==> src/rtl/uart_pkg.sv <==
// rtl/uart_pkg.sv - shared UART types and defaults for transmitter and receiver
package uart_pkg;

    typedef enum logic [2:0] {
        ST_IDLE,
        ST_START,
        ST_DATA,
        ST_PARITY,
        ST_STOP
    } uart_state_t;

    localparam int DEF_DATA_BITS = 8;
    localparam int DEF_STOP_BITS = 1;

endpackage

==> src/rtl/baudrate_gen.sv <==
// rtl/baudrate_gen.sv - one-cycle tick every CLK_DIV system clocks
module baudrate_gen #(
    parameter int CLK_DIV = 218
) (
    input  logic sysclk,
    input  logic reset_n,
    output logic baud_rate_tick_o
);

    localparam int CW = (CLK_DIV > 1) ? $clog2(CLK_DIV) : 1;

    logic [CW-1:0] cnt;

    always_ff @(posedge sysclk or negedge reset_n) begin
        if (!reset_n) begin
            cnt              <= '0;
            baud_rate_tick_o <= 1'b0;
        end else if (cnt == CW'(CLK_DIV - 1)) begin
            cnt              <= '0;
            baud_rate_tick_o <= 1'b1;
        end else begin
            cnt              <= cnt + 1'b1;
            baud_rate_tick_o <= 1'b0;
        end
    end

endmodule

==> src/rtl/uart_top.sv <==
// rtl/uart_top.sv - baud generator driving the UART transmitter
module uart_top
    import uart_pkg::*;
#(
    parameter int CLK_DIV    = 218,
    parameter int DATA_BITS  = DEF_DATA_BITS,
    parameter int PARITY_EN  = 0,
    parameter int PARITY_ODD = 0,
    parameter int STOP_BITS  = DEF_STOP_BITS
) (
    input  logic                 sysclk,
    input  logic                 reset_n,
    input  logic [DATA_BITS-1:0] tx_data_i,
    input  logic                 tx_valid_i,
    output logic                 tx_ready_o,
    output logic                 tx_o,
    output logic                 tx_busy_o,
    output logic                 tx_done_o
);

    logic baud_tick;

    baudrate_gen #(
        .CLK_DIV(CLK_DIV)
    ) u_baud (
        .sysclk          (sysclk),
        .reset_n         (reset_n),
        .baud_rate_tick_o(baud_tick)
    );

    uart_tx #(
        .DATA_BITS (DATA_BITS),
        .PARITY_EN (PARITY_EN),
        .PARITY_ODD(PARITY_ODD),
        .STOP_BITS (STOP_BITS)
    ) u_tx (
        .sysclk          (sysclk),
        .reset_n         (reset_n),
        .baud_rate_tick_i(baud_tick),
        .tx_data_i       (tx_data_i),
        .tx_valid_i      (tx_valid_i),
        .tx_ready_o      (tx_ready_o),
        .tx_o            (tx_o),
        .tx_busy_o       (tx_busy_o),
        .tx_done_o       (tx_done_o)
    );

endmodule

==> src/rtl/uart_tx.sv <==
// rtl/uart_tx.sv - UART transmitter with one-entry holding register
module uart_tx
    import uart_pkg::*;
#(
    parameter int DATA_BITS  = DEF_DATA_BITS,
    parameter int PARITY_EN  = 0,
    parameter int PARITY_ODD = 0,
    parameter int STOP_BITS  = DEF_STOP_BITS
) (
    input  logic                 sysclk,
    input  logic                 reset_n,
    input  logic                 baud_rate_tick_i,
    input  logic [DATA_BITS-1:0] tx_data_i,
    input  logic                 tx_valid_i,
    output logic                 tx_ready_o,
    output logic                 tx_o,
    output logic                 tx_busy_o,
    output logic                 tx_done_o
);

    localparam int            CW        = $clog2(DATA_BITS);
    localparam logic [CW-1:0] LAST_BIT  = CW'(DATA_BITS - 1);
    localparam logic          LAST_STOP = 1'(STOP_BITS - 1);
    localparam logic          ODD       = (PARITY_ODD != 0);

    uart_state_t          state, state_next;
    logic [DATA_BITS-1:0] hold_data, shifter, shifter_next;
    logic                 hold_full, load;
    logic [CW-1:0]        bit_cnt, bit_cnt_next;
    logic                 stop_cnt, stop_cnt_next;
    logic                 parity_bit, parity_next;
    logic                 tx_q, tx_next;
    logic                 done_q, done_next;

    always_comb begin
        state_next    = state;
        shifter_next  = shifter;
        bit_cnt_next  = bit_cnt;
        stop_cnt_next = stop_cnt;
        parity_next   = parity_bit;
        tx_next       = tx_q;
        done_next     = 1'b0;
        load          = 1'b0;
        if (baud_rate_tick_i) begin
            case (state)
                ST_IDLE: begin
                    tx_next = 1'b1;
                    load    = hold_full;
                end
                ST_START: begin
                    tx_next      = shifter[0];
                    bit_cnt_next = '0;
                    state_next   = ST_DATA;
                end
                ST_DATA: begin
                    if (bit_cnt == LAST_BIT) begin
                        if (PARITY_EN != 0) begin
                            tx_next    = parity_bit;
                            state_next = ST_PARITY;
                        end else begin
                            tx_next       = 1'b1;
                            stop_cnt_next = 1'b0;
                            state_next    = ST_STOP;
                        end
                    end else begin
                        shifter_next = shifter >> 1;
                        bit_cnt_next = bit_cnt + 1'b1;
                        tx_next      = shifter[1];
                    end
                end
                ST_PARITY: begin
                    tx_next       = 1'b1;
                    stop_cnt_next = 1'b0;
                    state_next    = ST_STOP;
                end
                ST_STOP: begin
                    if (stop_cnt == LAST_STOP) begin
                        done_next = 1'b1;
                        // A pending byte starts immediately, with no idle bit in between
                        if (hold_full) begin
                            load = 1'b1;
                        end else begin
                            tx_next    = 1'b1;
                            state_next = ST_IDLE;
                        end
                    end else begin
                        stop_cnt_next = 1'b1;
                    end
                end
                default: state_next = ST_IDLE;
            endcase
            if (load) begin
                shifter_next = hold_data;
                parity_next  = (^hold_data) ^ ODD;
                tx_next      = 1'b0;
                state_next   = ST_START;
            end
        end
    end

    always_ff @(posedge sysclk or negedge reset_n) begin
        if (!reset_n) begin
            state      <= ST_IDLE;
            shifter    <= '0;
            bit_cnt    <= '0;
            stop_cnt   <= 1'b0;
            parity_bit <= 1'b0;
            tx_q       <= 1'b1;
            done_q     <= 1'b0;
        end else begin
            state      <= state_next;
            shifter    <= shifter_next;
            bit_cnt    <= bit_cnt_next;
            stop_cnt   <= stop_cnt_next;
            parity_bit <= parity_next;
            tx_q       <= tx_next;
            done_q     <= done_next;
        end
    end

    // Load only happens with hold_full set, so it never races an accept
    always_ff @(posedge sysclk or negedge reset_n) begin
        if (!reset_n) begin
            hold_full <= 1'b0;
            hold_data <= '0;
        end else if (load) begin
            hold_full <= 1'b0;
        end else if (tx_valid_i && !hold_full) begin
            hold_full <= 1'b1;
            hold_data <= tx_data_i;
        end
    end

    assign tx_o       = tx_q;
    assign tx_ready_o = ~hold_full;
    assign tx_busy_o  = (state != ST_IDLE) || hold_full;
    assign tx_done_o  = done_q;

endmodule
==> config.mk <==
export PLATFORM = sky130hd
export DESIGN_NAME = uart_top
export DESIGN_NICKNAME = d
export VERILOG_FILES = /design/src/rtl/uart_pkg.sv /design/src/rtl/baudrate_gen.sv /design/src/rtl/uart_top.sv /design/src/rtl/uart_tx.sv
export SDC_FILE = /design/constraint.sdc
export NUM_CORES = 1
export LEC_CHECK = 0
export ABC_AREA = 0
export CORE_MARGIN = 3
export CORE_UTILIZATION = 50
export CTS_CLUSTER_DIAMETER = 80
export DETAILED_ROUTE_END_ITERATION = 8
export PLACE_DENSITY = 0.71
export SYNTH_ARGS = -nofsm -noshare
export SYNTH_HDL_FRONTEND = slang
export SYNTH_SLANG_ARGS = --single-unit
==> constraint.sdc <==
create_clock -name sysclk -period 2.3 [get_ports sysclk]
set_input_delay 0.46 -clock sysclk [delete_from_list [all_inputs] [get_ports sysclk]]
set_output_delay 0.46 -clock sysclk [all_outputs]
set_load 0.1 [all_outputs]
==> metrics.md <==
| Metric | Value |
|---|---|
| DRT antenna net count | 0 |
| Worst-case reg-to-reg path depth | 6 |
| Launching point of the worst reg2reg path | u_tx.bit_cnt[0] |
| Clock Tree Buf Depth | 2 |
| Synth warn | 0 |
| Pin count of the biggest net entering global routing | 35 |
| Number of unique standard cell types used by synthesis | 41 |
| Bufs and invs on worst path | 1 |
| Worst clock skew on the final layout | 11.5 ps |
| CP max-delay cell | sky130_fd_sc_hd__dfrtp_1 |
| Post-route core utilization | 59.7% |
| Crit path capture type | primary output |
| Setup_tns | 0 ps |
| Capture point of the critical path | tx_busy_o |
| Mean number of vias per cell | between 5 and 6 |
| Worst hold margin | approximately 490 ps |
| Total gr overflow | 0 |
| Worst EP required | between 1500 and 2000 ps |
| Die width | about 63 microns |
| Internal power | ~890 uW |
| Highest Clock Rate | 0.517 GHz |
| Number of DRC violations after detailed-routing iteration 0 | 47 |
| Worst reg2reg endpoint | u_tx.bit_cnt[0] |
| Starting density of the core | around 53% |
| Cell area after layout | about 1800 sq um |
| Cell breakdown of the critical path | nor2_1 -> nand2_1 -> buf_12 |
| Post-detail-place hpwl | approximately 1.9 mm |
| Final hold viol count | 0 |
| I/O pins | 15 |
| Instance area after placement | between 1500 and 2000 sq um |
| Post-synthesis instance area | about 1600 sq um |
| Result of the run | finished clean |
| Worst voltage drop across the vdd grid | between 0.4 and 0.5 mV |
| Stages on worst setup path | 3 |
| Root buf cell | sky130_fd_sc_hd__clkbuf_4 |
| Number of antenna cells inserted | 0 |
| Proportion of synthesized chip area in sequential cells | 52.3% |
| Mapped Avg Cell Area | approximately 12 sq um |
| Combined global-route utilization of all metal layers | 15.8% |
| Number of CTS-inserted buffers | 5 |
| Fraction of final layout cells sized beyond drive strength 1 | 17.7% |
| Final std cells w/o fill | around 200 |
| Global-route wire length before repair | 4.95 mm |
| Arrival time at the worst endpoint | between 1000 and 1500 ps |
| Total Routed Length | 2.65 mm |
| Post-layout min period | between 1500 and 2000 ps |
| Final weighted congestion of routability-driven global placement | slightly above 0.8 |
| Worst-Margin Slew | around 860 ps |
| Sink Count | 34 |
| CTS clock-pin slew for the worst setup and hold paths | approximately 110 ps |
| Switching Fraction | between 20% and 30% |
| #FFs+latches synth | 34 |
| Period utilisation layout | 84.0% |
| Largest delay share family, worst path | flip-flops |
| Clock share of power | just under 30% |
| Finish-stage setup viols | 0 |
| RSZ-0062 raised after global routing | no |
| Post-Place Cells | roughly 190 |
| # Max-Cap Violations | 0 |
| Initial DRT Pass Iterations | 5 |
| Max-slew violations | 0 |
| Number of global-route vias before repair | about 1100 |
| Startpoint kind of the worst setup timing path | flip-flop |
| Crit path max fanout | 11 |
| Relative slew margins | 42.4% |
| Metal1 wirelength | between 1 and 1.5 mm |
| Combined area of the multi-input logic cells | 694 sq um |
| DRC violations left | 0 |
| Kind of path behind the tightest hold check | reg -> reg |
| Height of the chip | 63.1 microns |
| Full die area | around 4000 sq um |
| Syn-to-layout area delta | 12.9% |
| Post-cts repair resize count | 0 |
| DR vias | roughly 1000 |
| Mapped Cells | 141 |
| Type of the worst setup path | reg -> out |
| WL per Instance | between 10 and 15 microns |
| Psw | about 300 uW |
| Top Metal Used | met4 |
| Sequential cell area | about 850 sq um |
| Critical path's largest stage delay | between 500 and 600 ps |
| Initial antenna violation count | 0 |
| Routed length on met2 | between 1 and 1.5 mm |
| CTS tree | yes |
| Post-CTS setup buffers | 0 |
| Share of total power in combinational logic | 13.8% |
| Placement row count | 20 |
| Register-to-Register Setup Slack | about 400 ps |
| Clock latency on the worst-skew pair | 330 ps |
| Filler cell count | 285 |
| Core Footprint | between 3000 and 4000 sq um |
| Sequential cell fraction of total power | ~57% |
| Power density over cell area | between 600 and 700 nW/um^2 |
| Count of input and output buffers | 14 |
| H-tree depth | 2 |
| Synthesized net count | 156 |
| Number of nets in the layout | between 150 and 200 |
| Met3 layer wire length in the routed design | ~95 microns |
| Leakage power | between 0.0008 and 0.0009 uW |
| Number of hold buffers added after cts | 0 |
| Startpoint of the most critical setup path | u_tx.state[0] |
## layer usage
metal  up-vias  track usage [%]
met1       493             19.8
met2        16             26.0
met3         7             4.10
met5         -                0
li1        514                -
met4         0             6.61
## power by group through the flow
| stage | sequential (uW) | clock, uW | combinational, uW |
|---|---|---|---|
| floorplan | 685 | 0 | 113 |
| global placement | 696 | 0 | 161 |
| detailed placement | 697 | 0 | 168 |
| CTS | 686 | 358 | 169 |
| global route | 692 | 388 | 183 |
| finish | 684 | 345 | 165 |
## stage by stage
step,setup WS (ps),power (uW)
2_1_floorplan,538,798
3_3_place_gp,476,856
3_5_place_dp,399,865
4_1_cts,347,1210
5_1_grt,88.3,1260
6_report,367,1190
## placed cells by master, fill, tap and decap left out, types with 2 or more instances in the layout
| master | Yosys | final |
|---|---|---|
| sky130_fd_sc_hd__a32o_1 | 2 | 2 |
| sky130_fd_sc_hd__xnor2_1 | 2 | 2 |
| sky130_fd_sc_hd__nand3_1 | 3 | 3 |
| sky130_fd_sc_hd__inv_1 | 4 | 4 |
| sky130_fd_sc_hd__and3_1 | 2 | 2 |
| sky130_fd_sc_hd__nor2b_1 | 3 | 3 |
| sky130_fd_sc_hd__mux2_2 | 6 | 6 |
| sky130_fd_sc_hd__ha_1 | 4 | 4 |
| sky130_fd_sc_hd__a21o_1 | 2 | 2 |
| sky130_fd_sc_hd__dfrtp_1 | 33 | 33 |
| sky130_fd_sc_hd__o21ai_0 | 3 | 3 |
| sky130_fd_sc_hd__and2b_1 | 2 | 2 |
| sky130_fd_sc_hd__nor2_1 | 11 | 11 |
| sky130_fd_sc_hd__buf_4 | 0 | 5 |
| sky130_fd_sc_hd__xor2_1 | 3 | 3 |
| sky130_fd_sc_hd__clkbuf_4 | 0 | 5 |
| sky130_fd_sc_hd__o21ai_1 | 8 | 8 |
| sky130_fd_sc_hd__clkdlybuf4s50_1 | 0 | 10 |
| sky130_fd_sc_hd__a21oi_1 | 2 | 2 |
| sky130_fd_sc_hd__mux2_1 | 3 | 3 |
| sky130_fd_sc_hd__mux2i_1 | 10 | 10 |
| sky130_fd_sc_hd__nand2_1 | 14 | 14 |
## flip-flops by register name, summed over array words and instances, names as in the netlist
| signal | count |
|---|---|
| u_tx.tx_o | 1 |
| u_tx.hold_full | 1 |
| u_tx.hold_data | 8 |
| u_tx.state | 3 |
| u_tx.bit_cnt | 3 |
| u_tx.shifter | 8 |
| u_tx.tx_done_o | 1 |
| u_baud.baud_rate_tick_o | 1 |
| u_baud.cnt | 8 |
## kinds of logic after synthesis
| kind of cell | synth area share [%] |
|---|---|
| adder cells (fa/ha/maj) | 3.07 |
| buffers and inverters | 5.00 |
| multiplexers | 13.3 |
| XOR/XNOR | 2.69 |
| flip-flops | 52.3 |
| AO/OA/AOI/OAI | 8.53 |
| AND/OR/NAND/NOR | 15.1 |
## worst min-delay path by stage
stage,startpoint,endpoint,cells after the start
after detailed placement,u_tx.shifter[6],u_tx.shifter[6],2
after global placement,u_baud.cnt[7],u_baud.cnt[6],1
after floorplan,reset_n,u_baud.baud_rate_tick_o,0
after CTS,u_tx.shifter[6],u_tx.shifter[6],2
after global routing,u_tx.hold_data[7],u_tx.hold_data[7],1
final,u_tx.shifter[6],u_tx.shifter[6],2
## synth_stat cells, drive strengths merged
cell	n	share of area (%)
a32o	2	1.2
or3b	1	0.69
nor3b	1	0.46
xor2	3	1.6
nand3	3	0.92
a22oi	1	0.46
o21ai	11	3.4
nand2	14	3.2
nor4	1	0.38
buf	4	2.5
o2bb2ai	1	0.54
nand2b	1	0.54
nor2	12	3.2
xnor2	2	1.1
nor4b	2	1.5
and2b	2	0.92
inv	5	1.2
dfrtp	33	51
o211ai	1	0.46
nor3	2	1.3
a21o	2	0.92
clkbuf	3	1.3
dfstp	1	1.6
a21oi	3	1.2
mux2	10	7.1
o22ai	1	0.38
nor2b	3	1.2
ha	4	3.1
mux2i	10	6.1
and3	2	0.77
## final cells by class
class	instances	share of cell area (%)
Timing Repair Buffer	16	8.58
Inverter	5	1.02
Clock buffer	7	3.00
Sequential cell	34	46.4
Multi-Input combinational cell	95	37.8
Tap cell	44	3.00
Clock inverter	1	0.272
## tightest hold or removal path, cell delays in order, from the launching register on
cell,delay [ps]
sky130_fd_sc_hd__dfrtp_1,360
sky130_fd_sc_hd__nand2_1,50
sky130_fd_sc_hd__o21ai_1,60
(Power assumes the default switching activity.)
